<file path="config.mk">
export PLATFORM = sky130hd
export DESIGN_NAME = uart_rx_multi
export DESIGN_NICKNAME = d
export VERILOG_FILES = /design/src/rtl/uart_rx_multi.sv
export SDC_FILE = /design/constraint.sdc
export NUM_CORES = 1
export LEC_CHECK = 0
export CORE_UTILIZATION = 60
export CTS_CLUSTER_SIZE = 8
export DETAILED_ROUTE_END_ITERATION = 10
export PLACE_DENSITY = 0.92
export SLEW_MARGIN = 20
export SYNTH_ARGS = -nofsm -noshare
export SYNTH_HDL_FRONTEND = slang
export SYNTH_SLANG_ARGS = --single-unit
export TNS_END_PERCENT = 1
</file>
<file path="constraint.sdc">
create_clock -name clk -period 5.32 [get_ports clk]
set_clock_uncertainty 0.15 [all_clocks]
set_input_delay 1.064 -clock clk [delete_from_list [all_inputs] [get_ports clk]]
set_output_delay 1.064 -clock clk [all_outputs]
set_load 0.01 [all_outputs]
</file>
<file path="src/rtl/uart_rx_multi.sv">
// uart_rx_multi
//   Parametrised UART receiver: configurable data width, parity mode and stop-bit count.
//   Every bit is taken as the 3-point majority of rx_s around the bit centre. Each frame
//   that survives the start-bit check produces one data_valid pulse with data and
//   parity/framing/break status. A one-shot block_timeout marks the end of a burst of frames.
//
// Parameters
//   CLKS_PER_BIT  clk cycles per bit (>= 4)
//   DATA_BITS     data bits per frame (5..9)
//   PARITY        0 none, 1 even, 2 odd
//   STOP_BITS     1 or 2
//   TIMEOUT_BITS  idle bit-times after the last frame before block_timeout fires
//
// Ports
//   clk            system clock
//   rst            synchronous, active-high reset
//   rx             asynchronous serial input, idle high
//   rx_bsy         high from start-edge detection until the frame ends or is rejected
//   data_valid     one-cycle pulse: data_out and the error flags are valid
//   data_out       received word, LSB first on the line
//   parity_err     parity mismatch for the frame flagged by data_valid
//   frame_err      any stop bit sampled low
//   break_det      data all zero, parity (if any) zero, first stop bit low
//   block_timeout  one-cycle pulse once the line has been idle long enough after a frame
module uart_rx_multi #(
   parameter int unsigned CLKS_PER_BIT = 27,
   parameter int unsigned DATA_BITS    = 8,
   parameter int unsigned PARITY       = 0,
   parameter int unsigned STOP_BITS    = 1,
   parameter int unsigned TIMEOUT_BITS = 2
) (
   input  logic                 clk,
   input  logic                 rst,
   input  logic                 rx,
   output logic                 rx_bsy,
   output logic                 data_valid,
   output logic [DATA_BITS-1:0] data_out,
   output logic                 parity_err,
   output logic                 frame_err,
   output logic                 break_det,
   output logic                 block_timeout
);

   localparam int unsigned CntW          = $clog2(CLKS_PER_BIT);
   localparam int unsigned IdxW          = $clog2(DATA_BITS);
   localparam int unsigned Half          = CLKS_PER_BIT / 2;
   localparam int unsigned TimeoutCycles = TIMEOUT_BITS * CLKS_PER_BIT;
   localparam int unsigned IdleW         = $clog2(TimeoutCycles + 1);

   localparam logic [CntW-1:0]  CntSampA = CntW'(Half - 1);
   localparam logic [CntW-1:0]  CntSampB = CntW'(Half);
   localparam logic [CntW-1:0]  CntDec   = CntW'(Half + 1);
   localparam logic [CntW-1:0]  CntLast  = CntW'(CLKS_PER_BIT - 1);
   localparam logic [IdxW-1:0]  IdxLast  = IdxW'(DATA_BITS - 1);
   localparam logic [IdleW-1:0] IdleLast = IdleW'(TimeoutCycles - 1);
   localparam logic             StopLast = 1'(STOP_BITS - 1);
   localparam logic             ParOdd   = (PARITY == 2);

   typedef enum logic [2:0] {
      StIdle,
      StStart,
      StData,
      StParity,
      StStop,
      StWaitHigh
   } state_e;

   state_e               state_q, state_d;
   logic                 sync1_q, rx_s_q, rx_prev_q;
   logic [CntW-1:0]      bit_cnt_q, bit_cnt_d;
   logic [IdxW-1:0]      bit_idx_q, bit_idx_d;
   logic                 stop_idx_q, stop_idx_d;
   logic [1:0]           samp_q, samp_d;
   logic [DATA_BITS-1:0] shift_q, shift_d;
   logic                 par_bit_q, par_bit_d;
   logic                 stop0_q, stop0_d;
   logic                 ferr_acc_q, ferr_acc_d;
   logic                 armed_q, armed_d;
   logic [IdleW-1:0]     idle_cnt_q, idle_cnt_d;

   logic                 rx_bsy_q, rx_bsy_d;
   logic                 data_valid_q, data_valid_d;
   logic [DATA_BITS-1:0] data_out_q, data_out_d;
   logic                 parity_err_q, parity_err_d;
   logic                 frame_err_q, frame_err_d;
   logic                 break_det_q, break_det_d;
   logic                 block_timeout_q, block_timeout_d;

   logic fall;
   logic maj;
   logic at_dec;
   logic at_end;
   logic first_stop;

   // Falling edge of the synchronized line.
   assign fall = rx_prev_q & ~rx_s_q;

   // Third vote is the live rx_s in the decision cycle.
   assign maj = (samp_q[0] & samp_q[1]) | (samp_q[0] & rx_s_q) | (samp_q[1] & rx_s_q);

   assign at_dec     = (bit_cnt_q == CntDec);
   assign at_end     = (bit_cnt_q == CntLast);
   assign first_stop = (stop_idx_q == 1'b0) ? maj : stop0_q;

   always_comb begin
      state_d         = state_q;
      bit_cnt_d       = bit_cnt_q;
      bit_idx_d       = bit_idx_q;
      stop_idx_d      = stop_idx_q;
      samp_d          = samp_q;
      shift_d         = shift_q;
      par_bit_d       = par_bit_q;
      stop0_d         = stop0_q;
      ferr_acc_d      = ferr_acc_q;
      armed_d         = armed_q;
      idle_cnt_d      = idle_cnt_q;
      rx_bsy_d        = rx_bsy_q;
      data_valid_d    = 1'b0;
      data_out_d      = data_out_q;
      parity_err_d    = parity_err_q;
      frame_err_d     = frame_err_q;
      break_det_d     = break_det_q;
      block_timeout_d = 1'b0;

      if (bit_cnt_q == CntSampA) begin
         samp_d[0] = rx_s_q;
      end
      if (bit_cnt_q == CntSampB) begin
         samp_d[1] = rx_s_q;
      end

      // Bit-period counter free-runs while a frame is in flight.
      if (state_q != StIdle && state_q != StWaitHigh) begin
         bit_cnt_d = at_end ? '0 : bit_cnt_q + 1'b1;
      end

      unique case (state_q)
         StIdle: begin
            if (fall) begin
               state_d   = StStart;
               bit_cnt_d = '0;
               rx_bsy_d  = 1'b1;
            end
         end

         StStart: begin
            if (at_dec && maj) begin
               // False start: line back high at the centre of the start bit.
               state_d   = StIdle;
               bit_cnt_d = '0;
               rx_bsy_d  = 1'b0;
            end else if (at_end) begin
               state_d   = StData;
               bit_idx_d = '0;
            end
         end

         StData: begin
            if (at_dec) begin
               shift_d = {maj, shift_q[DATA_BITS-1:1]};
            end
            if (at_end) begin
               if (bit_idx_q == IdxLast) begin
                  bit_idx_d  = '0;
                  stop_idx_d = 1'b0;
                  ferr_acc_d = 1'b0;
                  state_d    = (PARITY != 0) ? StParity : StStop;
               end else begin
                  bit_idx_d = bit_idx_q + 1'b1;
               end
            end
         end

         StParity: begin
            if (at_dec) begin
               par_bit_d = maj;
            end
            if (at_end) begin
               state_d = StStop;
            end
         end

         StStop: begin
            if (at_dec) begin
               if (stop_idx_q == 1'b0) begin
                  stop0_d = maj;
               end
               if (stop_idx_q == StopLast) begin
                  data_valid_d = 1'b1;
                  data_out_d   = shift_q;
                  parity_err_d = (PARITY != 0) && ((^shift_q ^ par_bit_q) != ParOdd);
                  frame_err_d  = ferr_acc_q | ~maj;
                  break_det_d  = (shift_q == '0) && ((PARITY == 0) || !par_bit_q) && !first_stop;
                  rx_bsy_d     = 1'b0;
                  armed_d      = 1'b1;
                  bit_cnt_d    = '0;
                  // A low last stop bit means the line may be held in break; wait it out.
                  state_d      = maj ? StIdle : StWaitHigh;
               end else begin
                  ferr_acc_d = ferr_acc_q | ~maj;
               end
            end
            if (at_end && (stop_idx_q != StopLast)) begin
               stop_idx_d = 1'b1;
            end
         end

         StWaitHigh: begin
            if (rx_s_q) begin
               state_d = StIdle;
            end
         end

         default: begin
            state_d = StIdle;
         end
      endcase

      // Idle timer only runs while armed; one pulse per burst.
      if (state_q == StIdle && armed_q && !fall) begin
         if (idle_cnt_q == IdleLast) begin
            block_timeout_d = 1'b1;
            armed_d         = 1'b0;
            idle_cnt_d      = '0;
         end else begin
            idle_cnt_d = idle_cnt_q + 1'b1;
         end
      end else begin
         idle_cnt_d = '0;
      end
   end

   always_ff @(posedge clk) begin
      if (rst) begin
         sync1_q         <= 1'b1;
         rx_s_q          <= 1'b1;
         rx_prev_q       <= 1'b1;
         state_q         <= StIdle;
         bit_cnt_q       <= '0;
         bit_idx_q       <= '0;
         stop_idx_q      <= 1'b0;
         samp_q          <= '0;
         shift_q         <= '0;
         par_bit_q       <= 1'b0;
         stop0_q         <= 1'b0;
         ferr_acc_q      <= 1'b0;
         armed_q         <= 1'b0;
         idle_cnt_q      <= '0;
         rx_bsy_q        <= 1'b0;
         data_valid_q    <= 1'b0;
         data_out_q      <= '0;
         parity_err_q    <= 1'b0;
         frame_err_q     <= 1'b0;
         break_det_q     <= 1'b0;
         block_timeout_q <= 1'b0;
      end else begin
         sync1_q         <= rx;
         rx_s_q          <= sync1_q;
         rx_prev_q       <= rx_s_q;
         state_q         <= state_d;
         bit_cnt_q       <= bit_cnt_d;
         bit_idx_q       <= bit_idx_d;
         stop_idx_q      <= stop_idx_d;
         samp_q          <= samp_d;
         shift_q         <= shift_d;
         par_bit_q       <= par_bit_d;
         stop0_q         <= stop0_d;
         ferr_acc_q      <= ferr_acc_d;
         armed_q         <= armed_d;
         idle_cnt_q      <= idle_cnt_d;
         rx_bsy_q        <= rx_bsy_d;
         data_valid_q    <= data_valid_d;
         data_out_q      <= data_out_d;
         parity_err_q    <= parity_err_d;
         frame_err_q     <= frame_err_d;
         break_det_q     <= break_det_d;
         block_timeout_q <= block_timeout_d;
      end
   end

   assign rx_bsy        = rx_bsy_q;
   assign data_valid    = data_valid_q;
   assign data_out      = data_out_q;
   assign parity_err    = parity_err_q;
   assign frame_err     = frame_err_q;
   assign break_det     = break_det_q;
   assign block_timeout = block_timeout_q;

endmodule

</file>
# Word-level counts from Yosys, hierarchy flattened
# Cells that the tools add are included.
# op_classes
n_addsub	3
n_reduce_logical	25
bitwise_logic	13
n_eq_ne	25
mux	43
# ops
cell	n
3-bit two-way mux	14
5-bit two-way mux	6
2-bit != test, second input constant	12
3-bit one-hot mux with 6 select lines	1
1-bit two-way mux	17
5-bit by 4-bit == test with 1-bit output, second input constant	3
5-bit one-hot mux with 3 select lines	1
5-bit AND reduction	2
3-bit == test, second input constant	3
8-bit zero test	1
4-bit AND reduction	2
8-bit AND reduction	1
6-bit by 1-bit adder with 6-bit output, second input constant	1
3-bit by 2-bit == test with 1-bit output, second input constant	2
6-bit == test, second input constant	1
1-bit logical AND	6
3-bit != test, second input constant	2
1-bit NOT	6
3-bit one-hot mux with 2 select lines	1
3-bit nonzero test	2
3-bit OR reduction	2
5-bit by 1-bit adder with 5-bit output, second input constant	1
5-bit == test, second input constant	1
1-bit bitwise AND	4
11 further kinds	17
# totals
reg_bits	47
word_cells	129
out_inout_bits	14

# Depth between registers and ports, before layout
# depth
depth_word	8
mapped_depth	9

# Least setup slack after synthesis
# No wires, ideal clock.
# synth_timing
kind	register to register
from	register bit_cnt_q[0]
to	register bit_idx_q[1]
stages_incl_launch_ff	9
setup_slack_ns	3.251
period_less_slack_ns	2.069
required_time_ns	5.100
arrival_time_ns	1.849
setup_time_ns	0.070
path_cell_list	dfxtp_1 > inv_1 > ha_1 > and4b_1 > buf_2 > a21oi_2 > o211ai_2 > or4b_1 > a21oi_1
# synth_via
elab_chain_cells	4
# synth_lines
item	line	source
from (decl)	70	logic [CntW-1:0] bit_cnt_q, bit_cnt_d;
from (signal assigned)	261	bit_cnt_q <= bit_cnt_d;
5-bit by 4-bit == test with 1-bit output	101	assign at_dec = (bit_cnt_q == CntDec);
1-bit logical AND	147	if (at_dec && maj) begin
2-bit != test (no line)	n/a	
4-bit AND reduction (no line) *	n/a	
to (signal assigned)	262	bit_idx_q <= bit_idx_d;
to (decl)	71	logic [IdxW-1:0] bit_idx_q, bit_idx_d;
# Every way passes the cells marked *; elsewhere a longest branch is shown, timed or not.
# A chain may end at the register's enable or synchronous reset.

# Final worst setup path
# layout_timing
from	register bit_cnt_q[0]
to	register frame_err_q, in the netlist frame_err
# layout_via
elab_chain_cells	2
# layout_lines
item	line	source
5-bit by 4-bit == test with 1-bit output	101	
3-bit AND reduction (no line)	n/a	
to (signal assigned)	275	frame_err_q <= frame_err_d;
to (decl)	85	logic frame_err_q, frame_err_d;
# Every way passes these cells.

==> flow_metrics.py <==
metrics = {
    "power": {
        "total_power_mw": 0.7534,
        "irDropWorstVdd_mv": 0.1844,
        "clkPwrFrac_pct": 27.1,
        "p_leak_nw": 0.8758,
        "p_sw_mw": 0.2289,
        "swShare_pct": 30.38,
        "p_seq_share_pct": 52.1,
        "p_per_area_nw_per_um2": 326.6,
        "pwr-share-comb_pct": 20.8,
        "p_int_mw": 0.5245,
    },
    "setup_path": {
        "cp_data_arrival_time_ns": 2.63,
        "critPathSlowestCell": "nor2_2",
        "critPathLaunchType": "flop",
        "worstPathRequired_ns": 5.43,
        "max_stage_delay_ns": 0.59,
        "path_class": "flop to flop",
        "crit_family": "simple AND/OR/NAND/NOR gates",
        "end_kind": "flop",
        "cp_max_fo": 12,
        "path_buf_inv": 1,
        "r2r-end": "frame_err",
        "r2r_start": "bit_cnt_q[0]",
        "crit_chain": "inv_1 -> ha_1 -> and4b_1 -> nand3_1 -> nor2_2 -> nor2_1 -> a311oi_1",
        "r2r_setup_slack_ns": 2.80,
        "r2r_cells": 7,
    },
    "clocking": {
        "post_cts_resized": 0,
        "cts_setup_buffers": 0,
        "path_clk_slew_ns": 0.13,
        "clkLatencyLatePin_ns": 0.36,
        "ctsHoldBuffers": 0,
        "htreeDepth": 2,
        "cts.path.max_buffers": 2,
        "clock_sinks": 46,
        "cts_tree": "yes",
        "ctsRootBufferMaster": "clkbuf_4",
        "cts_buffers": 5,
    },
    "detailed_routing": {
        "via_per_inst": 5.700,
        "vias": 1653,
        "post_drt_wl_per_cell_um": 13.63,
        "ant_nets": 0,
        "drt_drc_violations_left": 0,
        "routed_wl_mm": 3.952,
        "drt_iter0_markers": 61,
        "drt-pass1-iter-count": 4,
    },
    "sta": {
        "drv_slew": 0,
        "hold_violations": 0,
        "period_needed_ns": 2.517,
        "setup_viol": 0,
        "tightest_slew_ns": 0.6762,
        "fin_crit_sh_pct": 47.32,
        "rsz0062_at_grt": "false",
        "fmax_ghz": 0.3973,
        "slew-limit-headroom_pct": 54.87,
        "fin_setup_tns_ns": 0,
    },
    "placed_design": {
        "dp_hpwl_mm": 2.781,
        "portBuffers": 15,
        "placed_cell_area_um2": 2232,
        "dp_cells": 282,
        "place.gp.congestion": 0.8417,
    },
    "global_routing": {
        "grt_pass1_wl_mm": 6.706,
        "gr-total-overflow": 0,
        "grt_use_total_pct": 24.94,
        "grt_max_degree": 39,
        "grt_pass1_vias": 1539,
        "antenna_found_initial": 0,
    },
    "die": {
        "ioPinCount": 17,
        "dieWidth_um": 60.82,
        "design.core.area_um2": 3178,
        "start_util_pct": 65.31,
        "fp-row-count": 20,
        "die_y_um": 60.82,
        "die_area_um2": 3699,
    },
    "yosys": {
        "synth-edff-count": 0,
        "synth_flop_cell": "dfxtp_1",
        "synthAdderAreaFrac_pct": 5.365,
        "synth_top_family_by_area": "simple AND/OR/NAND/NOR gates",
        "yosysSeqAreaShare_pct": 44.36,
        "synth_simple_gate_area_share_pct": 22.78,
        "postSynth.asyncResetShare_pct": 0,
        "yosysWarnings": 0,
        "synthCells": 234,
        "syn_area_per_cell_um2": 8.871,
        "synth.area.top_cells": "dfxtp_1 (44%), mux2i_1 (8.2%), nor2_1 (8.0%), ha_1 (4.8%), a21oi_1 (4.1%)",
        "syn_nets": 245,
        "yosys.area_share.xor_xnor_pct": 1.688,
        "synthTopCellsByCount": "dfxtp_1 (46), nor2_1 (44), a21oi_1 (17), mux2i_1 (17), nand2_1 (12)",
        "post-synth-top-count-cell": "dfxtp_1",
        "syn_area_um2": 2076,
        "synth_seq_cells": 46,
        "synth_top_area_share_pct": 44.36,
        "synth_compound_gate_area_share_pct": 13.26,
        "synthDistinctLibCells": 48,
        "synth_mux_area_share_pct": 8.198,
        "yosysTopAreaCell": "dfxtp_1",
    },
    "hold_path": {
        "hp-class": "flop to flop",
        "hold_start": "sync1_q",
        "min_delay_worst_endpoint": "rx_s_q",
        "worstHoldPathCells": 1,
    },
    "run_status": {
        "outcome": "completed",
    },
    "finish": {
        "fill_cells": 250,
        "stdcell_count": 290,
        "antennaDiodeCount": 0,
        "fin_nets": 256,
        "final_area_um2": 2307,
        "postLayoutCoreUtil_pct": 72.60,
        "drive_above_1_share_pct": 6.098,
        "synthToLayoutAreaGrowth_pct": 11.15,
    },
    "run": {
        "drv_cap": 0,
    },
}
==> cell usage in the layout, fill, tap and decap left out, types with 6 or more instances in the layout <==
master,count
dfxtp_1,46
nor2_1,44
a21oi_1,17
mux2i_1,17
clkdlybuf4s50_1,15
nand2_1,12
inv_1,8
nand3_1,8
ha_1,8
nor3_1,6
==> routing by layer <==
layer | vias to the layer above | global-route usage, % | part of all wire (%)
li1 | 834 | - | -
met1 | 777 | 30.71 | 45
met2 | 36 | 40.97 | 48
met3 | 6 | 6.823 | 4.9
met4 | 0 | 11.04 | 1.5
met5 | - | 0 | 0
==> per-stage QoR <==
stage	hold slack [ns]	worst slack, ns
2_1_floorplan	0.2395	3.251
3_3_place_gp	0.2428	2.820
3_5_place_dp	0.2576	2.792
4_1_cts	0.2872	2.788
5_1_grt	0.3237	2.610
6_report	0.2815	2.803
==> worst reg2reg max path, stage by stage, from the launching register on <==
cell and delay, ns:
dfxtp_1 0.38, inv_1 0.11, ha_1 0.21, and4b_1 0.36, nand3_1 0.23, nor2_2 0.59, nor2_1 0.11, a311oi_1 0.29
==> final cells by class <==
| type | count | area [um2] | area share, % |
|---|---|---|---|
| inverter | 8 | 30.03 | 1.302 |
| multi-input combinational | 168 | 1069 | 46.31 |
| clock buffer | 7 | 45.04 | 1.952 |
| sequential | 46 | 920.9 | 39.91 |
| tap | 44 | 55.05 | 2.386 |
| clock inverter | 1 | 30.03 | 1.302 |
| timing repair buffer | 16 | 157.7 | 6.833 |
==> registers in the layout (all words and copies together), names as in the netlist <==
register / cells
data_out: 8
shift_q: 8
idle_cnt_q: 6
bit_cnt_q: 5
bit_idx_q: 3
state_q: 3
samp_q: 2
armed_q: 1
block_timeout: 1
break_det: 1
data_valid: 1
ferr_acc_q: 1
frame_err: 1
rx_bsy: 1
rx_prev_q: 1
rx_s_q: 1
stop_idx_q: 1
sync1_q: 1
==> power by group through the flow <==
stage               registers [mW]  logic, mW  clock network, mW
floorplan                    0.380      0.141                  0
global placement             0.400      0.149                  0
detailed placement           0.400      0.154                  0
CTS                          0.392      0.155              0.209
global route                 0.397      0.176              0.220
finish                       0.393      0.156              0.204
==> worst max path at each step <==
stage | start | slack [ns] | depth (start not counted) | endpoint
floorplan | bit_cnt_q[0] | 3.25 | 8 | bit_idx_q[1]
global placement | rst | 2.82 | 5 | state_q[0]
detailed placement | rst | 2.79 | 4 | state_q[0]
CTS | bit_cnt_q[0] | 2.79 | 7 | frame_err
global route | bit_cnt_q[0] | 2.61 | 7 | frame_err
finish | bit_cnt_q[0] | 2.80 | 7 | frame_err
==> logic make-up after synthesis <==
| logic type | Yosys count |
|---|---|
| simple gates | 97 |
| compound gates | 40 |
| flops | 46 |
| buf+inv | 20 |
| fa+ha+maj | 9 |
| xor+xnor | 4 |
| other cells | 1 |
| mux | 17 |
Note: power is estimated with default switching activity, not from simulation.
